`config.mk`:
```
export PLATFORM = sky130hd
export DESIGN_NAME = pht_controller
export DESIGN_NICKNAME = d
export VERILOG_FILES = /design/src/rtl/pht_ctrl_pkg.sv /design/src/rtl/pht_controller_queue.sv /design/src/rtl/pht_controller.sv
export SDC_FILE = /design/constraint.sdc
export NUM_CORES = 1
export LEC_CHECK = 0
export BUFFER_PORTS_ARGS = -buffer_cell sky130_fd_sc_hd__buf_2
export CAP_MARGIN = 20
export CORE_MARGIN = 2
export CORE_UTILIZATION = 35
export DETAILED_ROUTE_END_ITERATION = 10
export SYNTH_ARGS = -nofsm -noshare
export SYNTH_HDL_FRONTEND = slang
export SYNTH_SLANG_ARGS = --single-unit
```
`constraint.sdc`:
```
create_clock -name clk -period 3.9 [get_ports clk]
set_clock_uncertainty 0.15 [all_clocks]
set_input_delay 0.195 -clock clk [delete_from_list [all_inputs] [get_ports clk]]
set_output_delay 0.195 -clock clk [all_outputs]
set_load 0.005 [all_outputs]
```
`src/rtl/pht_ctrl_pkg.sv`:
```
// Shared sizing and types for the PHT front-end controller.
// The in-flight entry carries what a resolve needs to train the PHT and repair the GHR.
package pht_ctrl_pkg;

  localparam int IDX_W = 8;
  localparam int GHR_W = 8;
  localparam int DEPTH = 4;
  localparam int TAG_W = $clog2(DEPTH);

  localparam logic [TAG_W-1:0] TAG_ONE  = TAG_W'(1);
  localparam logic [TAG_W:0]   CNT_ONE  = (TAG_W+1)'(1);
  localparam logic [TAG_W:0]   CNT_FULL = (TAG_W+1)'(DEPTH);

  typedef struct packed {
    logic [IDX_W-1:0] index;
    logic [GHR_W-1:0] ghr_snapshot;
    logic             predicted;
  } inflight_t;

  typedef enum logic {
    WIN_LKP = 1'b0,
    WIN_UPD = 1'b1
  } win_e;

endpackage

```
`src/rtl/pht_controller_queue.sv`:
```
// Circular in-flight branch queue: push at the tail, pop at the head, and
// clear, which drops everything still queued (the head may pop in the same cycle).
module branch_inflight_queue
  import pht_ctrl_pkg::*;
(
  input  logic             clk,
  input  logic             rst_n,
  input  logic             push,
  input  logic             pop,
  input  logic             clear,
  input  inflight_t        push_data,
  output inflight_t        head,
  output logic [TAG_W-1:0] wr_ptr,
  output logic [TAG_W:0]   count,
  output logic             full,
  output logic             empty
);

  inflight_t        mem [DEPTH];
  logic [TAG_W-1:0] rd_ptr;
  logic [TAG_W-1:0] rd_ptr_nxt;

  assign rd_ptr_nxt = pop ? rd_ptr + TAG_ONE : rd_ptr;
  assign head       = mem[rd_ptr];
  assign full       = (count == CNT_FULL);
  assign empty      = (count == '0);

  always_ff @(posedge clk or negedge rst_n) begin
    if (!rst_n) begin
      wr_ptr <= '0;
      rd_ptr <= '0;
      count  <= '0;
    end else begin
      rd_ptr <= rd_ptr_nxt;
      if (clear) begin
        wr_ptr <= rd_ptr_nxt;
        count  <= '0;
      end else begin
        if (push) wr_ptr <= wr_ptr + TAG_ONE;
        case ({push, pop})
          2'b10:   count <= count + CNT_ONE;
          2'b01:   count <= count - CNT_ONE;
          default: count <= count;
        endcase
      end
    end
  end

  // Storage is pure data; validity is tracked by the pointers and count.
  always_ff @(posedge clk) begin
    if (push && !clear) mem[wr_ptr] <= push_data;
  end

endmodule

```
`src/rtl/pht_controller.sv`:
```
// gshare front end: forms lookup indices, tracks in-flight branches, repairs
// the GHR on mispredicts and shares the single PHT slot between lookups and updates.
module pht_controller
  import pht_ctrl_pkg::*;
(
  input  logic             clk,
  input  logic             rst_n,
  input  logic             fetch_valid,
  input  logic [IDX_W-1:0] fetch_pc,
  output logic             fetch_ready,
  output logic             pred_valid,
  output logic             pred_taken,
  output logic [TAG_W-1:0] pred_tag,
  input  logic             resolve_valid,
  input  logic             resolve_taken,
  output logic             resolve_ready,
  output logic             flush,
  output logic [IDX_W-1:0] pht_addr,
  output logic             pht_request,
  output logic             pht_result,
  output logic             pht_taken,
  input  logic             pht_prediction
);

  logic [GHR_W-1:0] ghr;
  logic             upd_pending;
  logic [IDX_W-1:0] upd_idx;
  logic             upd_taken;
  win_e             last_win;

  inflight_t        head;
  inflight_t        push_data;
  logic [TAG_W-1:0] wr_ptr;
  logic [TAG_W:0]   count;
  logic             full;
  logic             empty;

  logic [IDX_W-1:0] lkp_idx;
  logic             lkp_req;
  logic             contended;
  logic             lkp_grant;
  logic             upd_grant;
  logic             lkp_fire;
  logic             resolve_fire;
  logic             mispredict_now;

  logic             vld_p1;
  logic             pred_taken_p1;
  logic [TAG_W-1:0] pred_tag_p1;
  logic             flush_p1;

  assign lkp_idx   = fetch_pc ^ ghr;
  assign push_data = '{index: lkp_idx, ghr_snapshot: ghr, predicted: pht_prediction};

  // A lookup only competes for the slot when the queue can take it; mispredict
  // is left out here so the grant never depends on the resolve handshake.
  assign lkp_req   = fetch_valid && !full;
  assign contended = lkp_req && upd_pending;
  assign lkp_grant = !upd_pending || (last_win == WIN_UPD);
  assign upd_grant = upd_pending && (!lkp_req || (last_win == WIN_LKP));

  assign fetch_ready    = !full && lkp_grant && !mispredict_now;
  assign lkp_fire       = fetch_valid && fetch_ready;
  assign resolve_ready  = !empty && (!upd_pending || upd_grant);
  assign resolve_fire   = resolve_valid && resolve_ready;
  assign mispredict_now = resolve_fire && (resolve_taken != head.predicted);

  branch_inflight_queue u_queue (
    .clk       (clk),
    .rst_n     (rst_n),
    .push      (lkp_fire),
    .pop       (resolve_fire),
    .clear     (mispredict_now),
    .push_data (push_data),
    .head      (head),
    .wr_ptr    (wr_ptr),
    .count     (count),
    .full      (full),
    .empty     (empty)
  );

  always_comb begin
    pht_addr    = '0;
    pht_request = 1'b0;
    pht_result  = 1'b0;
    pht_taken   = 1'b0;
    if (lkp_fire) begin
      pht_addr    = lkp_idx;
      pht_request = 1'b1;
    end else if (upd_grant) begin
      pht_addr    = upd_idx;
      pht_result  = 1'b1;
      pht_taken   = upd_taken;
    end
  end

  // Stage p0 -> p1: control state and registered prediction/flush outputs.
  always_ff @(posedge clk or negedge rst_n) begin
    if (!rst_n) begin
      ghr           <= '0;
      upd_pending   <= 1'b0;
      last_win      <= WIN_UPD;
      vld_p1        <= 1'b0;
      pred_taken_p1 <= 1'b0;
      pred_tag_p1   <= '0;
      flush_p1      <= 1'b0;
    end else begin
      if (mispredict_now)
        ghr <= {head.ghr_snapshot[GHR_W-2:0], resolve_taken};
      else if (lkp_fire)
        ghr <= {ghr[GHR_W-2:0], pht_prediction};

      if (resolve_fire)   upd_pending <= 1'b1;
      else if (upd_grant) upd_pending <= 1'b0;

      if (contended) last_win <= (last_win == WIN_UPD) ? WIN_LKP : WIN_UPD;

      vld_p1 <= lkp_fire;
      if (lkp_fire) begin
        pred_taken_p1 <= pht_prediction;
        pred_tag_p1   <= wr_ptr;
      end
      flush_p1 <= mispredict_now;
    end
  end

  always_ff @(posedge clk) begin
    if (resolve_fire) begin
      upd_idx   <= head.index;
      upd_taken <= resolve_taken;
    end
  end

  assign pred_valid = vld_p1;
  assign pred_taken = pred_taken_p1;
  assign pred_tag   = pred_tag_p1;
  assign flush      = flush_p1;

endmodule
```
; ---- After elaboration in Yosys (flattened, before gate mapping)
; Memories as Yosys holds them, arrays and structs flattened.
; Index checks and enable logic that the tools add are counted.
[classes]
addsub = 4
mux = 19
reduce_logical = 22
bitwise = 2
n_eq_ne = 4
[ops]
columns = op, n
row1 = 2-to-1 mux 8 bit, 4
row2 = logical AND 1 bit, 10
row3 = 2-to-1 mux 1 bit, 10
row4 = bitwise XOR 8 bit, 1
row5 = 2-to-1 mux 2 bit, 3
row6 = one-hot mux 3 bit (2 select lines), 1
row7 = logical NOT 1 bit, 5
row8 = adder 2 x 1 -> 2 bit (second input constant), 2
row9 = nonzero test 2 bit, 2
row10 = adder 3 x 1 -> 3 bit (second input constant), 1
row11 = equality test 3 bit (second input constant), 1
row12 = logical NOT 3 bit, 1
row13 = logical OR 1 bit, 3
row14 = 2-to-1 mux 3 bit, 1
row15 = nonzero test 3 bit, 1
row16 = subtractor 3 x 1 -> 3 bit (second input constant), 1
row17 = equality test 2 x 1 -> 1 bit (second input constant), 1
row18 = equality test 2 bit (second input constant), 1
row19 = != test 1 bit, 1
row20 = inverter 1 bit, 1
[totals]
in_bits = 14
regBits = 31
elab_cells = 64
n_memories = 1
mem_bits_rw = 68
[memory_table]
columns = name, words, word_bits, read_ports, rd_clocked_by_memory_dff, wr, line_no
row1 = u_queue.mem, 4, 17, 1, 0, 1, pht_controller_queue.sv:19  ; inflight_t mem [DEPTH];

; ---- Depth between registers and ports, before layout
; Gate-level depths: netlist of the first run.
[logic_depth]
depth_word = 16
depth_mapped = 12
depth_no_buf = 10

; ---- By module
; A second synthesis of the first run with hierarchy kept.
[unflattened]
cells_unflattened = 217
area_unflattened_um2 = 4050.1
[by_module_without_submodules]
columns = mod, cells_each, area_each_um2, n_inst, seq_area_each_um2
row1 = branch_inflight_queue, 131, 2936.6, 1, 2217.1
row2 = pht_controller, 86, 1113.6, 1, 646.9

; ---- Worst setup path after synthesis of the first run
; Ideal clock, no wire load.
[synth_timing]
kind = reg2reg
startpoint = register u_queue.rd_ptr[0]
endpoint = register u_queue.count[2]
period_less_slack_ns = 3.107
path_buffers = 2
stages_incl_launch_ff = 11
t_required_ns = 3.663
arrival_time_ns = 2.871
path_slack_ns = 0.793
setup_time_ns = 0.087
path_cell_list = dfrtp_1 buf_6 mux4_2 xnor2_1 o21ai_1 inv_2 buf_2 nor2_1 fa_1 or4_1 a211oi_2
[synth_between]
elab_chain_len = 9
[synth_rtl]
columns = element, line_no
row1 = from (decl), pht_controller_queue.sv:20  ; logic [TAG_W-1:0] rd_ptr;
row2 = from (signal assigned), pht_controller_queue.sv:34  ; rd_ptr <= rd_ptr_nxt;
row3 = memory read (4 x 17 bit) *, -
row4 = != test 1 bit *, pht_controller.sv:66  ; assign mispredict_now = resolve_fire && (resolve_taken != head.predicted);
row5 = logical AND 1 bit *, pht_controller.sv:66
row6 = logical NOT 1 bit, pht_controller.sv:62  ; assign fetch_ready = !full && lkp_grant && !mispredict_now;
row7 = logical AND 1 bit, pht_controller.sv:62
row8 = logical AND 1 bit, pht_controller.sv:63  ; assign lkp_fire = fetch_valid && fetch_ready;
row9 = equality test 2 x 1 -> 1 bit / equality test 2 bit (equally long branches), pht_controller_queue.sv:40  ; case ({push, pop})
row10 = one-hot mux 3 bit (2 select lines), pht_controller_queue.sv:40
row11 = 2-to-1 mux 3 bit, pht_controller_queue.sv:35  ; if (clear) begin
row12 = to (signal assigned), pht_controller_queue.sv:41  ; 2'b10: count <= count + CNT_ONE;
row13 = to (signal assigned), pht_controller_queue.sv:42  ; 2'b01: count <= count - CNT_ONE;
row14 = to (signal assigned), pht_controller_queue.sv:43  ; default: count <= count;
row15 = to (decl), pht_controller_queue.sv:14  ; output logic [TAG_W:0] count,
; Mark *: on every way between the ends. The rest lies on a longest branch, timed or not.
; A chain may end at the register's enable or synchronous reset.

; ---- Worst setup path in the final report of the first run
; Ends and elaborated chain as after synthesis.

==> flow_metrics.tcl, run 1 <==
set metrics [dict create \
    min_period_ns 3.122 \
    outcome "complete, no violations" \
    yosys.cell_count.top_type "edfxtp_1" \
    vdd_drop_max_v 0.0003022 \
    routed_via_density 5.110 \
    post-place-ws_ns 0.7839 \
    antenna_left 0 \
    clk_latency_ns 0.34 \
    root_buffer "clkbuf_16" \
    finalSetupViolCount 0 \
    syn_nets 248 \
    slew_headroom_pct 62.30 \
    grt_max_degree 23 \
    die-height_um 110.3 \
    wl_per_cell_um 19.11 \
    wl_met3_um 287 \
    r2r-end "u_queue.count[2]" \
    gp_congestion 0.7906 \
    finalSetupTns_ns 0 \
    start_util_pct 36.19 \
    clockBufferDepth 2 \
    design_area_um2 4664 \
    coreArea_um2 10940 \
    drt_iter0_drc 178 \
    dpl_cell_area_um2 4315 \
    timing.rr.start "u_queue.rd_ptr[0]" \
    clkSlewWorstSetupHoldPaths_ns 0.07 \
    drt_wl_total_um 8026 \
    synthDistinctLibCells 43 \
    crit_type "reg2reg" \
    reg2reg_depth 8 \
    critical_path_required_ns 4.00 \
    fin_nets 294 \
    hold_class "in2reg" \
    wl_met1_um 3546 \
    firstDrtPassIters 4 \
    grt_pass1_wl_um 12550 \
    num_vias 2146 \
    synth.area.top_cells "edfxtp_1 (55%), dfrtp_1 (13%), mux4_2 (9.1%), mux2i_1 (2.0%), a22o_1 (2.0%)" \
    power_mw 3.918 \
    placementRows 38 \
    hpwlAfterDp_um 4982 \
    cell_internal_pwr_mw 2.630 \
    slew_violations 0 \
    wl_met2_um 4075 \
    drcViolationCount 0 \
    switching_share_pct 32.86 \
    ys_seq_area_share_pct 69.33 \
    fmaxAchievable_ghz 0.3203 \
    synth_top_area_cell "edfxtp_1" \
    power_frac_comb_pct 33.2 \
    htree_levels 3 \
    drive_gt1_share_pct 29.64 \
    max-cap-violations 0 \
    cpMaxStageDelayCell "mux4_2" \
    syn-cell-area_um2 3958 \
    grt_pass1_vias 2210 \
    synthCells 229 \
    crit_chain "mux4_2 -> xnor2_1 -> o21ai_1 -> inv_2 -> nor2_1 -> fa_1 -> or4_1 -> a211oi_2" \
    final-hold-violation-count 0 \
    post_cts_resized 0 \
    holdPathStages 3 \
    area_growth_pct 17.86 \
    numCtsBuffers 9 \
    synth.top_cell.area_share_pct 55.39 \
    hold_path_end "last_win" \
    power_density_nw_per_um2 839.9 \
    setup_ws_ns 0.7783 \
    crit_arrival_ns 3.22 \
    clkPwrFrac_pct 22.8 \
    grt_setup_unrepaired "no" \
    yosys_warnings 0 \
    clkSinkCount 95 \
    die_x_um 110.3 \
    antenna_found_initial 0 \
    diodes 0 \
    synth-edff-count 73 \
    port_buffers 31 \
    synthArstFlopShare_pct 23.16 \
    synth.top_cells.by_count "edfxtp_1 (73), dfrtp_1 (21), mux4_2 (16)" \
    p_switching_mw 1.287 \
    hold_start "fetch_valid" \
    p_seq_share_pct 44.0 \
    setup.worst_path.end_class "flip-flop" \
    rrSetupSlack_ns 0.78 \
    critPathMaxFanout 15 \
    overflow 0 \
    period_share_pct 80.04 \
    critPathLaunchType "flip-flop" \
    cts_tree "built" \
    synthFlopType "edfxtp_1" \
    die-area_um2 12170 \
    cpPeakStageDelay_ns 0.58 \
    track_usage_pct 14.46 \
    tightest_slew_ns 0.5655 \
    top_layer "met4" \
    total_leakage_power_nw 1.738 \
    ys_ff_latch 95 \
    avgSynthCellArea_um2 17.28 \
    io_pins 32 \
]
==> layer usage <==
layer,vias to the layer above,GRT usage (%)
met5,-,0
met4,0,6.339
met3,7,2.881
met2,43,23.40
met1,1111,18.96
li1,985,-
==> cells in the final DEF (no fill, tap or decap), drive strengths merged, types with 5 or more instances in the layout <==
master / netlist / routed
edfxtp: 73 / 73
buf: 4 / 41
dfrtp: 21 / 21
mux4: 16 / 16
nand3: 10 / 10
o21ai: 10 / 10
inv: 9 / 10
a22o: 9 / 9
clkbuf: 6 / 9
xor2: 9 / 9
mux2i: 8 / 8
xnor2: 6 / 6
mux2: 6 / 6
and2: 5 / 5
==> how the worst max path moves through the flow <==
stage	end	start	cells past startpoint	slack, ns
floorplan	u_queue.count[2]	u_queue.rd_ptr[0]	10	0.79
detailed placement	u_queue.count[2]	u_queue.rd_ptr[0]	8	0.78
CTS	u_queue.count[2]	u_queue.rd_ptr[0]	8	0.76
finish	u_queue.count[2]	u_queue.rd_ptr[0]	8	0.78
global placement	u_queue.count[2]	u_queue.rd_ptr[0]	8	0.87
global route	u_queue.count[2]	u_queue.rd_ptr[0]	8	0.58
==> worst max-delay path: cells and delay by family, from the launching register on <==
kind / cells / cell delay, ns
multiplexers: 1 / 0.58
AND/OR/NAND/NOR: 2 / 0.65
AO/OA/AOI/OAI: 2 / 0.32
buffers and inverters: 1 / 0.26
flip-flops: 1 / 0.37
XOR/XNOR: 1 / 0.27
adder cells (fa/ha/maj): 1 / 0.43
==> stage by stage <==
step                      std cells  hold WS, ns  utilization [%]
final                           420      0.06653            42.65
after global routing            420      0.08655            42.65
after CTS                       420      0.05139            42.65
after detailed placement        400      0.07006            39.46
after global placement          400      0.06050            39.46
after floorplan                 229      -0.2506                -
==> sequential cells by signal (all words and copies together), names as in the netlist, 2 cells and up <==
| signal | flops |
|---|---|
| u_queue.mem | 64 |
| ghr | 8 |
| upd_idx | 8 |
| u_queue.count | 3 |
| pred_tag | 2 |
| u_queue.rd_ptr | 2 |
| u_queue.wr_ptr | 2 |
==> what timing repair did <==
item                                   4_1_cts  5_1_grt
setup endpoints to repair                    0        0
hold buffers                                 4        0
buffers inserted                             0        0
endpoints found under the hold margin       27        0
==> cell type report <==
cell class,count,area (um2)
fillers,981,6271
flip-flops and latches,95,2744
well taps,140,175.2
clock inverters,7,83.83
repair buffers,45,270.3
inverters,9,33.78
multi-input cells,115,1132
clock buffers,9,225.2
==> logic make-up after synthesis <==
logic type                 share of synthesized area (%)
and+or+nand+nor                                    4.742
DFF                                                69.33
buffers and inverters                              2.055
xor gates and xnor gates                           3.509
adders and majority gates                          1.771
AOI/OAI and AO/OA                                  5.754
muxes                                              12.84
==> power groups by stage <==
stage	clock [mW]	sequential [mW]	combinational, mW
CTS	0.919	1.73	1.33
detailed placement	0	1.75	1.32
floorplan	0	1.68	0.918
global placement	0	1.73	1.30
global route	0.953	1.76	1.45
finish	0.893	1.73	1.30
Power figures use the tool's default switching activity.
==> inputs of run 2 (changes only) <==
==> constraint.sdc (replaced) <==
create_clock -name clk -period 2.7 [get_ports clk]
set_clock_uncertainty 0.15 [all_clocks]
set_input_delay 0.135 -clock clk [delete_from_list [all_inputs] [get_ports clk]]
set_output_delay 0.135 -clock clk [all_outputs]
set_load 0.005 [all_outputs]
==> flow_metrics.tcl, run 2 (synthesized netlist as in run 1, its figures left out) <==
set metrics [dict create \
    root_buffer "clkbuf_16" \
    critPathLaunchType "flip-flop" \
    num_vias 2216 \
    min_period_ns 2.600 \
    period_share_pct 96.31 \
    largest_registers "u_queue.mem: 64 flops, ghr: 8 flops, upd_idx: 8 flops" \
    final-hold-violation-count 0 \
    htree_levels 3 \
    power_density_nw_per_um2 1189 \
    slew_headroom_pct 61.13 \
    crit_arrival_ns 2.70 \
    dpl_cell_area_um2 4432 \
    largest-register "u_queue.mem" \
    setup.worst_path.end_class "flip-flop" \
    largest_reg_flops 64 \
    track_usage_pct 13.91 \
    die-area_um2 12170 \
    p_seq_share_pct 43.8 \
    final_common_cell "edfxtp_1" \
    grt_setup_unrepaired "yes" \
    cell_internal_pwr_mw 3.828 \
    antenna_left 0 \
    routed_via_density 5.166 \
    clkSinkCount 95 \
    vdd_drop_max_v 0.0004466 \
    outcome "complete, no violations" \
    fin_nets 303 \
    drt_wl_total_um 7789 \
    design_area_um2 4773 \
    start_util_pct 36.19 \
    overflow 0 \
    cts_tree "built" \
    drcViolationCount 0 \
    firstDrtPassIters 4 \
    clk_latency_ns 0.34 \
    p_switching_mw 1.846 \
    coreArea_um2 10940 \
    die-height_um 110.3 \
    numCtsBuffers 9 \
    hpwlAfterDp_um 4751 \
    diodes 0 \
    die_x_um 110.3 \
    power_frac_comb_pct 36.1 \
    grt_max_degree 23 \
    drt_iter0_drc 170 \
    tightest_slew_ns 0.5830 \
    clkSlewWorstSetupHoldPaths_ns 0.07 \
    io_pins 32 \
    crit_type "reg2reg" \
    placed_cells 406 \
    drive_gt1_share_pct 32.53 \
    wl_per_cell_um 18.16 \
    placementRows 38 \
    fmaxAchievable_ghz 0.3846 \
    finalNonFillerCells 429 \
    grt_pass1_vias 2183 \
    clkPwrFrac_pct 20.1 \
    slew_violations 0 \
    mostFrequentLayoutCells "edfxtp_1 (73), buf_2 (31), dfrtp_1 (21), mux4_2 (16), buf_4 (14)" \
    gp_congestion 0.8140 \
    fin_hold_ws_ns 0.02499 \
    max-cap-violations 0 \
    finalSetupViolCount 0 \
    grt_pass1_wl_um 12010 \
    critPathMaxFanout 4 \
    total_leakage_power_nw 1.778 \
    area_growth_pct 20.61 \
    port_buffers 31 \
    critical_path_required_ns 2.80 \
    antenna_found_initial 0 \
    hold_class "in2reg" \
    clockBufferDepth 2 \
    switching_share_pct 32.53 \
]
[run 2: cell types whose count changed in the layout (fill, tap and decap cells not counted), sizes merged]
cell / previous run / this run
buf: 41 / 49
clkbuf: 9 / 11
bufinv: 1 / 0
clkinv: 4 / 3
dlygate4sd3: 4 / 5
[run 2: final cells by class]
type                       instances  area [um2]
fill                             985        6162
sequential                        95        2744
multi-input combinational        115        1164
timing repair buffer              54       390.4
clock buffer                      11       232.7
tap                              140       175.2
clock inverter                     5       33.78
inverter                           9       33.78
[run 2: power groups by stage]
stage          Sequential (mW)  Combinational (mW)  Clock, mW
6_report                  2.48                2.05       1.14
5_1_grt                   2.54                2.25       1.23
4_1_cts                   2.49                2.04       1.17
3_5_place_dp              2.52                2.03          0
3_3_place_gp              2.50                2.00          0
2_1_floorplan             2.42                1.37          0
[run 2: layer usage]
| metal | track usage, % | part of all wire (%) |
|---|---|---|
| met5 | 0 | 0 |
| met4 | 7.411 | 2.4 |
| met3 | 2.528 | 3.7 |
| met1 | 18.86 | 45 |
| met2 | 21.34 | 49 |
[run 2: final timing paths]
check | endpoint | from | slack [ns] | cells after the start
max | u_queue.count[2] | u_queue.rd_ptr[0] | 0.1 | 10
min | u_queue.mem[3][13] | fetch_pc[4] | 0.02 | 2
max reg2reg | u_queue.count[2] | u_queue.rd_ptr[0] | 0.1 | 10
min reg2reg | pred_taken | pred_taken | 0.35 | 1
max in group asynchronous | u_queue.rd_ptr[1] | rst_n | 1.83 | 2
min in group asynchronous | u_queue.count[0] | rst_n | 0.19 | 2
[run 2: critical path: stages (launching register included)]
cell      delay (ns)
dfrtp_1         0.37
mux4_2          0.57
xnor2_2         0.22
o21ai_2         0.09
inv_2           0.09
nor2_4          0.04
fa_2            0.38
nand2_1         0.10
nor4b_2         0.06
mux2_2          0.27
a211oi_2        0.18
[run 2: timing repair]
| item | in CTS | in global routing |
|---|---|---|
| setup endpoints to repair | 0 | 2 |
| resized for setup | 0 | 2 |
| hold endpoints to repair | 28 | 0 |
| hold buffers | 5 | 0 |
| setup buffers | 0 | 2 |
[run 2: metrics by stage]
step | power, mW | setup TNS, ns | util (%) | setup slack (ns)
floorplan | 3.788 | -0.3305 | - | -0.1827
global placement | 4.497 | 0 | 40.53 | 0.1273
detailed placement | 4.548 | 0 | 40.53 | 0.05134
CTS | 5.706 | 0 | 43.42 | 0.03641
global route | 6.021 | -0.02722 | 43.65 | -0.01656
finish | 5.673 | 0 | 43.65 | 0.09957
==> inputs of run 3 (changes only) <==
--- a/config.mk
+++ b/config.mk
@@ -7,9 +7,11 @@
 export LEC_CHECK = 0
 export BUFFER_PORTS_ARGS = -buffer_cell sky130_fd_sc_hd__buf_2
 export CAP_MARGIN = 20
+export CORE_ASPECT_RATIO = 1.25
 export CORE_MARGIN = 2
 export CORE_UTILIZATION = 35
 export DETAILED_ROUTE_END_ITERATION = 10
+export HOLD_SLACK_MARGIN = 0.08
 export SYNTH_ARGS = -nofsm -noshare
 export SYNTH_HDL_FRONTEND = slang
 export SYNTH_SLANG_ARGS = --single-unit
==> flow_metrics.tcl, run 3 (synthesized netlist as in run 1, its figures left out) <==
set metrics [dict create \
    design_area_um2 4922 \
    finalSetupViolCount 0 \
    cpPeakStageDelay_ns 0.61 \
    htree_levels 3 \
    final_common_cell "edfxtp_1" \
    crit_arrival_ns 2.67 \
    timing.rr.start "u_queue.rd_ptr[0]" \
    diodes 0 \
    power_mw 5.943 \
    antenna_found_initial 0 \
    wl_per_cell_um 18.41 \
    slew_violations 0 \
    drt_wl_total_um 7953 \
    rrSetupSlack_ns 0.10 \
    clkSlewWorstSetupHoldPaths_ns 0.06 \
    outcome "complete, no violations" \
    port_buffers 31 \
    numCtsBuffers 9 \
    crit_type "reg2reg" \
    largest-register "u_queue.mem" \
    grt_pass1_vias 2237 \
    slew_headroom_pct 64.16 \
    vdd_drop_max_v 0.0003397 \
    gp_congestion 0.8055 \
    drive_gt1_share_pct 31.99 \
    tightest_slew_ns 0.5377 \
    critPathMaxFanout 4 \
    critPathLaunchType "flip-flop" \
    max-cap-violations 0 \
    fmaxAchievable_ghz 0.3852 \
    cpMaxStageDelayCell "mux4_2" \
    coreArea_um2 11080 \
    root_buffer "clkbuf_16" \
    die-area_um2 12180 \
    placementRows 43 \
    critical_path_required_ns 2.77 \
    drcViolationCount 0 \
    cpLargestDelayFamily "multiplexers" \
    final-hold-violation-count 0 \
    start_util_pct 35.71 \
    hold_class "in2async" \
    die_x_um 99.11 \
    io_pins 32 \
    clockBufferDepth 2 \
    r2r-end "u_queue.count[1]" \
    fin_nets 311 \
    dpl_cell_area_um2 4425 \
    routed_via_density 5.169 \
    setup.worst_path.end_class "flip-flop" \
    die-height_um 122.9 \
    drt_iter0_drc 133 \
    num_vias 2233 \
    grt_pass1_wl_um 12210 \
    track_usage_pct 13.82 \
    area_growth_pct 24.38 \
    firstDrtPassIters 4 \
    grt_setup_unrepaired "no" \
    antenna_left 0 \
    clk_latency_ns 0.34 \
    power_density_nw_per_um2 1207 \
    reg2reg_depth 9 \
    min_period_ns 2.596 \
    total_leakage_power_nw 1.842 \
    mostFrequentLayoutCells "edfxtp_1 (73), buf_2 (31), dfrtp_1 (21), mux4_2 (16), dlygate4sd3_1 (14)" \
    cts_tree "built" \
    largest_reg_flops 64 \
    crit_chain "mux4_2 -> xnor2_4 -> o21ai_2 -> inv_2 -> nor2_4 -> fa_2 -> nand4_1 -> a21oi_1 -> a311o_1" \
    clkSinkCount 95 \
    overflow 0 \
    largest_registers "u_queue.mem: 64 flops, ghr: 8 flops, upd_idx: 8 flops" \
    fin_hold_ws_ns 0.1595 \
    period_share_pct 96.16 \
    cp.buffers_inverters 1 \
    hpwlAfterDp_um 4910 \
    grt_max_degree 23 \
]
[run 3: timing repair]
action                                  4_1_cts  5_1_grt
endpoints found under the hold margin        63        0
endpoints found under the setup margin        0        1
gates resized for setup                       0        3
buffers inserted                              0        1
hold buffers                                 14        0
[run 3: layout make-up]
type | count | area [um2]
Tap cell | 135 | 168.9
Multi-Input combinational cell | 115 | 1175
Clock inverter | 6 | 88.84
Sequential cell | 95 | 2744
Clock buffer | 10 | 239.0
Inverter | 9 | 33.78
Timing Repair Buffer | 62 | 473.0
Fill cell | 973 | 6161
[run 3: per-stage QoR]
stage	setup TNS [ns]	setup slack, ns	cells	utilization [%]
floorplan	-0.3305	-0.1827	229	-
finish	0	0.1037	432	44.41
global placement	0	0.1202	401	39.93
CTS	0	0.04436	431	44.15
detailed placement	0	0.06351	401	39.93
global route	0	0.01440	432	44.41
[run 3: layer usage]
layer	vias up	track usage, %	wire (um)
met3	11	4.157	320
li1	1025	-	-
met1	1157	16.60	3510
met5	-	0	0
met2	40	23.18	3998
met4	0	5.822	123
[run 3: worst max path at each step]
stage | from | slack (ns) | cells after the start | to
finish | u_queue.rd_ptr[0] | 0.10 | 9 | u_queue.count[1]
global route | u_queue.rd_ptr[0] | 0.01 | 10 | u_queue.count[2]
CTS | u_queue.rd_ptr[0] | 0.04 | 8 | u_queue.count[2]
detailed placement | u_queue.rd_ptr[0] | 0.06 | 8 | u_queue.count[2]
global placement | u_queue.rd_ptr[0] | 0.12 | 8 | u_queue.count[2]
floorplan | u_queue.rd_ptr[0] | -0.18 | 11 | u_queue.count[1]
[run 3: report_power, final]
group | internal, mW | switching [mW] | leakage, nW | total [mW]
sequential | 2.20 | 0.281 | 0.935 | 2.48
clock | 0.840 | 0.533 | 0.157 | 1.37
combinational | 1.02 | 1.07 | 0.750 | 2.09
